[src/rtl/chaos_pkg.sv]
// Shared constants and types for the chaos-map keystream path:
// FP32 field layout, the fraction shift origin and the converter state.
package chaos_pkg;

    localparam int EXP_W           = 8;
    localparam int FRAC_W          = 23;
    localparam int BIAS            = 127;
    localparam int FRAC_SHIFT_BASE = 118;
    localparam int UFRAC_W         = 32;

    typedef enum logic [0:0] {
        IDLE = 1'b0,
        EMIT = 1'b1
    } conv_state_e;

endpackage

[src/rtl/fp32_to_ufrac.sv]
// Combinational FP32 -> 32-bit unsigned binary fraction converter.
// Flags anything outside [0,1) (negative, >= 1.0, inf, NaN) as a range error.
module fp32_to_ufrac
    import chaos_pkg::*;
(
    input  logic [EXP_W+FRAC_W:0] x,
    output logic [UFRAC_W-1:0]    frac,
    output logic                  range_err
);

    logic                sign;
    logic [EXP_W-1:0]    expo;
    logic [UFRAC_W-1:0]  mant;

    assign sign = x[EXP_W+FRAC_W];
    assign expo = x[FRAC_W +: EXP_W];
    assign mant = {{(UFRAC_W-FRAC_W-1){1'b0}}, 1'b1, x[FRAC_W-1:0]};

    // frac = mant * 2^(expo - FRAC_SHIFT_BASE); tiny values (incl. zero and
    // denormals) shift completely out and yield 0.
    always_comb begin
        frac      = '0;
        range_err = 1'b0;
        if (sign || (expo >= EXP_W'(BIAS))) begin
            range_err = 1'b1;
        end else if (expo >= EXP_W'(FRAC_SHIFT_BASE)) begin
            frac = mant << (expo - EXP_W'(FRAC_SHIFT_BASE));
        end else if (expo > EXP_W'(FRAC_SHIFT_BASE - UFRAC_W)) begin
            frac = mant >> (EXP_W'(FRAC_SHIFT_BASE) - expo);
        end
    end

endmodule

[src/rtl/sawtooth_keystream.sv]
// Turns FP32 chaos samples into key bytes (MSB byte first), buffers them in a
// small FIFO and XORs them onto the pixel stream with frame-last marking.
module sawtooth_keystream
    import chaos_pkg::*;
#(
    parameter int PRECISION        = 32,
    parameter int BYTES_PER_SAMPLE = 2,
    parameter int KEY_DEPTH        = 8,
    parameter int FRAME_PIXELS     = 65536
) (
    input  logic                 clk,
    input  logic                 reset,
    input  logic                 chaos_valid,
    output logic                 chaos_ready,
    input  logic [PRECISION-1:0] x,
    input  logic                 pix_valid,
    output logic                 pix_ready,
    input  logic [7:0]           pix_in,
    output logic                 out_valid,
    input  logic                 out_ready,
    output logic [7:0]           out_pix,
    output logic                 out_last,
    output logic                 range_err
);

    localparam int PTR_W = $clog2(KEY_DEPTH);
    localparam int CNT_W = PTR_W + 1;
    localparam int K_W   = 2;
    localparam int PIX_W = (FRAME_PIXELS > 1) ? $clog2(FRAME_PIXELS) : 1;

    localparam logic [K_W-1:0]   LAST_K   = K_W'(BYTES_PER_SAMPLE - 1);
    localparam logic [PIX_W-1:0] LAST_PIX = PIX_W'(FRAME_PIXELS - 1);
    localparam logic [CNT_W-1:0] FULL_CNT = CNT_W'(KEY_DEPTH);

    // converter
    conv_state_e         state_q, state_d;
    logic [31:0]         frac_q, frac_d;
    logic [K_W-1:0]      k_q, k_d;
    logic                range_err_q, range_err_d;
    logic [31:0]         conv_frac;
    logic                conv_err;

    // key FIFO
    logic [7:0]          mem_q [KEY_DEPTH];
    logic [PTR_W-1:0]    wr_ptr_q, wr_ptr_d;
    logic [PTR_W-1:0]    rd_ptr_q, rd_ptr_d;
    logic [CNT_W-1:0]    count_q, count_d;

    // cipher output register
    logic                out_valid_q, out_valid_d;
    logic [7:0]          out_pix_q, out_pix_d;
    logic                out_last_q, out_last_d;
    logic [PIX_W-1:0]    pix_cnt_q, pix_cnt_d;

    logic                fifo_empty;
    logic                fifo_full;
    logic                push;
    logic                pop;
    logic                last_byte;
    logic                chaos_acc;
    logic [7:0]          push_byte;
    logic [7:0]          fifo_head;
    logic [7:0]          frac_bytes [4];

    fp32_to_ufrac u_conv (
        .x         (x),
        .frac      (conv_frac),
        .range_err (conv_err)
    );

    for (genvar gi = 0; gi < 4; gi++) begin : g_slice
        assign frac_bytes[gi] = frac_q[31-8*gi -: 8];
    end

    assign push_byte  = frac_bytes[k_q];
    assign fifo_head  = mem_q[rd_ptr_q];
    assign fifo_empty = (count_q == '0);
    assign fifo_full  = (count_q == FULL_CNT);

    assign pix_ready  = !fifo_empty && (!out_valid_q || out_ready);
    assign pop        = pix_valid && pix_ready;

    // A pop in the same cycle frees the slot, so a full FIFO still takes a push.
    assign push       = (state_q == EMIT) && (!fifo_full || pop);
    assign last_byte  = (k_q == LAST_K);

    // Ready again on the final push so consecutive samples flow without a bubble.
    assign chaos_ready = (state_q == IDLE) || (push && last_byte);
    assign chaos_acc   = chaos_valid && chaos_ready;

    always_comb begin
        state_d     = state_q;
        frac_d      = frac_q;
        k_d         = k_q;
        range_err_d = 1'b0;
        if (push) begin
            if (last_byte) begin
                state_d = IDLE;
                k_d     = '0;
            end else begin
                k_d = k_q + K_W'(1);
            end
        end
        if (chaos_acc) begin
            range_err_d = conv_err;
            if (!conv_err) begin
                frac_d  = conv_frac;
                state_d = EMIT;
                k_d     = '0;
            end
        end
    end

    always_comb begin
        wr_ptr_d = wr_ptr_q;
        rd_ptr_d = rd_ptr_q;
        count_d  = count_q;
        if (push) begin
            wr_ptr_d = wr_ptr_q + PTR_W'(1);
        end
        if (pop) begin
            rd_ptr_d = rd_ptr_q + PTR_W'(1);
        end
        case ({push, pop})
            2'b10:   count_d = count_q + CNT_W'(1);
            2'b01:   count_d = count_q - CNT_W'(1);
            default: count_d = count_q;
        endcase
    end

    always_comb begin
        out_valid_d = out_valid_q;
        out_pix_d   = out_pix_q;
        out_last_d  = out_last_q;
        pix_cnt_d   = pix_cnt_q;
        if (pop) begin
            out_valid_d = 1'b1;
            out_pix_d   = pix_in ^ fifo_head;
            out_last_d  = (pix_cnt_q == LAST_PIX);
            pix_cnt_d   = (pix_cnt_q == LAST_PIX) ? '0 : pix_cnt_q + PIX_W'(1);
        end else if (out_valid_q && out_ready) begin
            out_valid_d = 1'b0;
        end
    end

    always_ff @(posedge clk) begin
        if (push) begin
            mem_q[wr_ptr_q] <= push_byte;
        end
    end

    always_ff @(posedge clk) begin
        if (reset) begin
            state_q     <= IDLE;
            frac_q      <= '0;
            k_q         <= '0;
            range_err_q <= 1'b0;
            wr_ptr_q    <= '0;
            rd_ptr_q    <= '0;
            count_q     <= '0;
            out_valid_q <= 1'b0;
            out_pix_q   <= '0;
            out_last_q  <= 1'b0;
            pix_cnt_q   <= '0;
        end else begin
            state_q     <= state_d;
            frac_q      <= frac_d;
            k_q         <= k_d;
            range_err_q <= range_err_d;
            wr_ptr_q    <= wr_ptr_d;
            rd_ptr_q    <= rd_ptr_d;
            count_q     <= count_d;
            out_valid_q <= out_valid_d;
            out_pix_q   <= out_pix_d;
            out_last_q  <= out_last_d;
            pix_cnt_q   <= pix_cnt_d;
        end
    end

    assign out_valid = out_valid_q;
    assign out_pix   = out_pix_q;
    assign out_last  = out_last_q;
    assign range_err = range_err_q;

endmodule

[config.mk]
export PLATFORM = sky130hd
export DESIGN_NAME = sawtooth_keystream
export DESIGN_NICKNAME = d
export VERILOG_FILES = /design/src/rtl/chaos_pkg.sv /design/src/rtl/fp32_to_ufrac.sv /design/src/rtl/sawtooth_keystream.sv
export SDC_FILE = /design/constraint.sdc
export NUM_CORES = 1
export LEC_CHECK = 0
export ABC_AREA = 1
export CORE_MARGIN = 1
export CORE_UTILIZATION = 55
export CTS_BUF_LIST = sky130_fd_sc_hd__clkbuf_4
export DETAILED_ROUTE_END_ITERATION = 10
export GPL_TIMING_DRIVEN = 0
export HOLD_SLACK_MARGIN = 0.02
export PLACE_DENSITY = 0.81
export SETUP_SLACK_MARGIN = 0.3
export SLEW_MARGIN = 10
export SYNTH_ARGS = -nofsm -noshare
export SYNTH_HDL_FRONTEND = slang
export SYNTH_SLANG_ARGS = --single-unit
[constraint.sdc]
create_clock -name clk -period 3.2 [get_ports clk]
set_input_delay 0.32 -clock clk [delete_from_list [all_inputs] [get_ports clk]]
set_output_delay 0.32 -clock clk [all_outputs]
set_load 0.1 [all_outputs]
# Word-level counts from Yosys, hierarchy flattened
# Memories as Yosys holds them, arrays and structs flattened. A register that Yosys moved wholly into a read port is not among the register bits.
# Index checks and enable logic that the tools add are counted.
# word_totals
reg_bits,72
ram_bits,64
inputBits,45
out_inout_bits,13
wordCells,77
n_memories,1
# classes
add_sub_neg,8
order_cmp,4
n_eq_ne,5
shifts,2
muxes,23
bitwise,5
reduce_logical,18
# mem_list
name,depth,word_bits,rd,rd_clocked_by_memory_dff,wr,line_no,source
mem_q,8,8,1,1,1,sawtooth_keystream.sv:44,logic [7:0] mem_q [KEY_DEPTH];
# ops
op,count
$mux W32,3
$shl A24 B8 Y32,1
$shr A24 B8 Y32,1
$add A16 B1 Y16 const B,1
$bmux W8 S2,1
$eq A16 B16 Y1 const B,1
$ge A8 B7 Y1 const B,2
$mux W16,1
$mux W8,2
$mux W1,9
$gt A8 B7 Y1 const B,1
$mux W2,4
$pmux W4 S2,1
$sub A7 B8 Y8 const A,1
$sub A8 B7 Y8 const B,1
$xor A8 B8 Y8,1
$add A3 B1 Y3 const B,2
$logic_and A1 B1 Y1,6
$mux W3,2
$add A4 B1 Y4 const B,1
$eq A2 B1 Y1 const B,2
$eq A4 B4 Y1 const B,1
$logic_not A4 Y1,1
$logic_or A1 B1 Y1,4
10 further kinds,15

# Longest topological paths before layout
# logic_depth
depth_word,11
ltp_mapped,20
depth_no_buf,18

# Modules after synthesis
# Synthesis repeated with hierarchy kept, for this count alone.
# hier_totals
cells_unflattened,1494
area_unflattened_um2,9744.3
# by_module_without_submodules
mod,n_inst,cells_each,area_per_inst_um2,seq_area_each_um2
sawtooth_keystream,1,782,6256.0,3423.3
fp32_to_ufrac,1,712,3488.3,0.0

# Least setup slack after synthesis
# No wires, ideal clock.
# synth_timing
path_type,register -> register
start,"register out_valid_q, in the netlist out_valid"
end,"register frac_q[2], in the netlist frac_bytes[2]"
setup_time_ps,59
arrival_time_ps,3578
t_required_ps,3141
slack_ps,-437
path_stages_with_launch,12
n_path_buf,0
synth_period_minus_slack_ps,3637
path_cell_list,dfxtp_1 -> nand2_1 -> nand3_2 -> nand3_1 -> nand2_2 -> o21ai_1 -> nand4_1 -> inv_2 -> nand3_1 -> a21oi_1 -> nand2_1 -> nand2_1
# synth_between
elab_chain_cells,10
# synth_rtl
item,line_no,source
start: declaration,sawtooth_keystream.sv:50,"logic out_valid_q, out_valid_d;"
start signal: assignment,sawtooth_keystream.sv:173,out_valid_q <= out_valid_d;
$logic_not A1 Y1,sawtooth_keystream.sv:80,assign pix_ready = !fifo_empty && (!out_valid_q || out_ready);
$logic_or A1 B1 Y1,sawtooth_keystream.sv:80,
$logic_and A1 B1 Y1,sawtooth_keystream.sv:80,
$logic_and A1 B1 Y1,sawtooth_keystream.sv:81,assign pop = pix_valid && pix_ready;
$logic_or A1 B1 Y1,sawtooth_keystream.sv:84,assign push = (state_q == EMIT) && (!fifo_full || pop);
$logic_and A1 B1 Y1,sawtooth_keystream.sv:84,
$logic_and A1 B1 Y1,sawtooth_keystream.sv:88,assign chaos_ready = (state_q == IDLE) || (push && last_byte);
$logic_or A1 B1 Y1,sawtooth_keystream.sv:88,
net chaos_ready,sawtooth_keystream.sv:14,"output logic chaos_ready,"
$logic_and A1 B1 Y1,sawtooth_keystream.sv:89,assign chaos_acc = chaos_valid && chaos_ready;
$reduce_and A2 Y1 (no line),-,
end signal: assignment,sawtooth_keystream.sv:167,frac_q <= frac_d;
end: declaration,sawtooth_keystream.sv:37,"logic [31:0] frac_q, frac_d;"
# The timed path passes the listed nets, and every way through them passes these cells.
# A chain may end at the register's enable or synchronous reset.

# Worst setup path in the final report
# layout_timing
start,input x[24]
end,"register frac_q[1], in the netlist frac_bytes[1]"
# layout_between
elab_chain_cells,5
elab_cells_between_ends,14
cone_classes,add/sub (2); order compare (3); shift (2); mux (4); bitwise (1); reduce/logical (2)
# layout_rtl
item,line_no,source
start: declaration,sawtooth_keystream.sv:15,"input logic [PRECISION-1:0] x,"
$sub A7 B8 Y8 / $ge A8 B7 Y1 (equally long branches),"fp32_to_ufrac.sv:29, fp32_to_ufrac.sv:24",
$shr A24 B8 Y32 / $logic_or A1 B1 Y1 (equally long branches),"fp32_to_ufrac.sv:29, fp32_to_ufrac.sv:24",
$mux W32 / $mux W1 (equally long branches),"fp32_to_ufrac.sv:28, fp32_to_ufrac.sv:24",
$mux W32 / $not A1 Y1 (equally long branches),-,
$mux W32 / $reduce_and A2 Y1 (equally long branches),-,
# Parallel ways exist; a longest one is shown, timed or not.

==> impl_results.md <==
- Number of global-route vias before repair: 8805
- Slew HR: 28.3%
- Slew Limit Fails: 0
- Total Wirelength: 30100 um
- Synth Instances: 1360
- Hpwl dp: 22900 um
- RSZ-0062 raised after global routing: yes
- Die Span Y: 131 um
- RR Startpoint: count_q[1]$_SDFFE_PP0P_
- Total GRT Usage: 35.1%
- Most used cell, CP: nand2_1
- Initial antenna violation count: 1
- Comb pwr share: 41.9%
- Cell variety after synth: 46
- Fin. Hold Viols: 0
- CP peak stage delay: 0.71 ns
- Min-Delay Startpoint: frac_bytes[14]$_SDFFE_PP0P_
- Area delta synth->final: 12.2%
- Synth area leader: edfxtp_1
- Layout cells sized above 1: 7.18%
- Total gr overflow: 0
- Largest net degree at the start of global routing: 17
- Area contributors post-synth: edfxtp_1, dfxtp_1, nand2_1
- Root buf cell: clkbuf_4
- Routed len/inst: 18.1 um
- Die width: 131 um
- DR vias/cell: 5.98
- Reg2Reg Depth: 13
- CP Max Fanout: 9
- Total Power: 0.00540 W
- Worst Hold Path Cells: 2
- Worst-skew pair later-pin latency: 0.53 ns
- Worst-case clock buffer depth: 2
- DRT Pass-1 Iters: 6
- Pwr dens: 524 nW/um^2
- Period utilization: 88.8%
- Switching pwr: 0.00239 W
- DR vias: 9957
- Worst-Margin Slew: 1.06 ns
- IO Pins: 58
- Slowest cell on the critical path: clkdlybuf4s50_1
- Setup slack, reg-to-reg: 0.77 ns
- Hold Crit Class: reg2reg
- Core Region: 16100 um^2
- Placed cells: 1632
- Syn. warnings: 0
- Hold Crit Endpoint: frac_bytes[14]$_SDFFE_PP0P_
- Total Nets Final: 1491
- DRC viols: 0
- Yosys reg bits: 139
- Arrival time of the worst setup path: 3.27 ns
- Sequential element share of the synthesized area: 37.3%
- Synth top area share: 20.9%
- CTS clk-pin slew, worst paths: 0.12 ns
- Worst path cell trace: clkdlybuf4s50_1 -> ha_1 -> nand2_1 -> nand2_1 -> xor2_1 -> clkinv_1 -> nor2_1 -> nand3_1 -> nand3_1 -> nand2_1 -> nand2_1 -> nand2_1
- VDD IR max: 0.451 mV
- Commonest non-fill, non-tap cell in the layout: nand2_1
- FILL cells: 1484
- Skew final: 0.0214 ns
- Synth async-reset ratio: 0%
- Pre-CTS WS: -0.450 ns
- Crit start category: primary input
- # Post-CTS Setup Buffers: 0
- Hold-fix buffers at CTS: 0
- Row Count: 46
- Required time of the critical path: 3.63 ns
- DRT antenna net count: 0
- Input/output buffers: 56
- Register area: 3420 um^2
- Most frequent cells in the layout: nand2_1, nand3_1, nor2_1
- Final number of setup-violating endpoints: 0
- Cell Area, Synth: 9190 um^2
- Number of H-tree levels: 4
- Initial Util: 57.0%
- Max-cap violations: 0
- Iter 0 DRT Violations: 1230
- Min setup slack post-route: 0.358 ns
- Area of the multi-input gates: 5090 um^2
- TritonCTS Buffers: 17
- Int Pwr: 0.00301 W
- Critical Path End Type: register
- R2R Path End: frac_bytes[23]$_SDFFE_PP0P_
- Ys flop type: dfxtp_1
- Full die area: 17200 um^2
- Status: finished clean
- Global-route wire length before repair: 47100 um
- Clock power share: 19.7%
- Mapped Nets: 1416
- Switching power share of the total: 44.3%
- Syn Area/Cell: 6.75 um^2
- Total clock sinks: 139
- CTS tree: yes
- Fin crit period: 2.84 ns
- Hold_ws: 0.456 ns
- Reg power frac: 38.4%
- Leakage: 4.32 nW
- Gpl congestion: 1.02
- Finished Layout Cells: 1665
- Number of synthesized flops with an enable pin: 64
- CP Class: in2reg
- Max Fclk: 0.352 GHz
## power by group through the flow
stage	sequential [W]	combinational, W	clock, W
2_1_floorplan	0.00243	0.00126	0
3_3_place_gp	0.00210	0.00218	0
3_5_place_dp	0.00211	0.00220	0
4_1_cts	0.00207	0.00222	0.00107
5_1_grt	0.00209	0.00243	0.00117
6_report	0.00207	0.00226	0.00107
## cells in the mapped netlist (2+ instances only)
library cell,number
nor2_2,8
nor3b_1,2
xor2_1,10
nand2_4,3
nand3_1,225
nor4_1,3
a211oi_1,3
clkbuf_1,36
o21ai_0,75
a21oi_1,71
a211oi_2,2
inv_2,8
nor3_1,13
nand4_1,31
nor2_1,126
dfxtp_1,75
nor2_4,2
inv_1,77
o211ai_1,3
o22ai_1,11
xnor2_1,2
nand3_2,3
ha_1,10
buf_1,15
buf_6,4
o221ai_1,17
clkinv_1,4
o21ai_1,14
inv_4,3
buf_4,6
nor3_2,2
edfxtp_1,64
o21bai_1,2
nand2_1,399
a221o_1,2
buf_2,12
nand2_2,8
## logic make-up (layout without fill, tap and decap cells)
group,Yosys count,count (layout),share of synthesized area (%)
simple gates,829,829,39.9
fa+ha+maj,11,11,1.58
flops,139,139,37.3
buf+inv,165,253,7.56
compound gates,204,204,12.6
other cells,0,1,0
xor+xnor,12,12,1.14
## critical path: cells and delay by family
kind                       cells  cell delay, ns
and+or+nand+nor                8            0.85
buffers and inverters          2            1.19
xor gates and xnor gates       1            0.64
adders and majority gates      1            0.26
## stage by stage
stage	util, %	cell area (um^2)	TNS [ns]
after floorplan	-	9200	0
after global placement	62.2	10000	-7.69
after detailed placement	62.2	10000	-7.35
after CTS	63.8	10300	0
after global routing	64.0	10300	0
final	64.0	10300	0
## cell type report
cell class | instances | share of cell area, %
Sequential cell | 139 | 33.2
Clock buffer | 19 | 1.38
Inverter | 92 | 3.42
Tap cell | 216 | 2.62
Clock inverter | 13 | 1.13
Multi-Input combinational cell | 1056 | 49.3
Antenna cell | 1 | 0.0243
Buffer | 73 | 3.48
Timing Repair Buffer | 56 | 5.39
## per-layer routing
metal	up-vias	track usage (%)	part of all wire (%)
li1	4771	-	-
met2	558	54.0	44
met5	-	0	0
met4	0	12.2	2.7
met1	4558	49.7	43
met3	70	5.71	10
## registers in the layout, indices dropped and copies added (netlist names), named ones only
| register | cells |
|---|---|
| frac_bytes | 32 |
| rd_ptr_q | 3 |
| wr_ptr_q | 3 |
| state_q | 1 |
| count_q | 4 |
| mem_q | 64 |
| out_last | 1 |
| out_pix | 8 |
| out_valid | 1 |
| pix_cnt_q | 16 |
| k_q | 2 |
| range_err | 1 |
## how the worst max path moves through the flow
stage	start	end	slack (ns)	cells after the start
floorplan	out_valid$_SDFFE_PP0P_	frac_bytes[2]$_SDFFE_PP0P_	0.58	11
global placement	x[23]	frac_bytes[7]$_SDFFE_PP0P_	-0.46	17
detailed placement	x[23]	frac_bytes[11]$_SDFFE_PP0P_	-0.45	15
CTS	count_q[1]$_SDFFE_PP0P_	chaos_ready	0.21	7
global route	x[24]	frac_bytes[11]$_SDFFE_PP0P_	0.29	18
finish	x[24]	frac_bytes[1]$_SDFFE_PP0P_	0.36	12
## repair_timing
item                                    in CTS  in global routing
gates resized for setup                      3                 12
pin swaps                                    0                  1
hold endpoints to repair                     0                  0
endpoints found under the setup margin      19                 21
No activity file was read; power rests on OpenSTA's default activity.
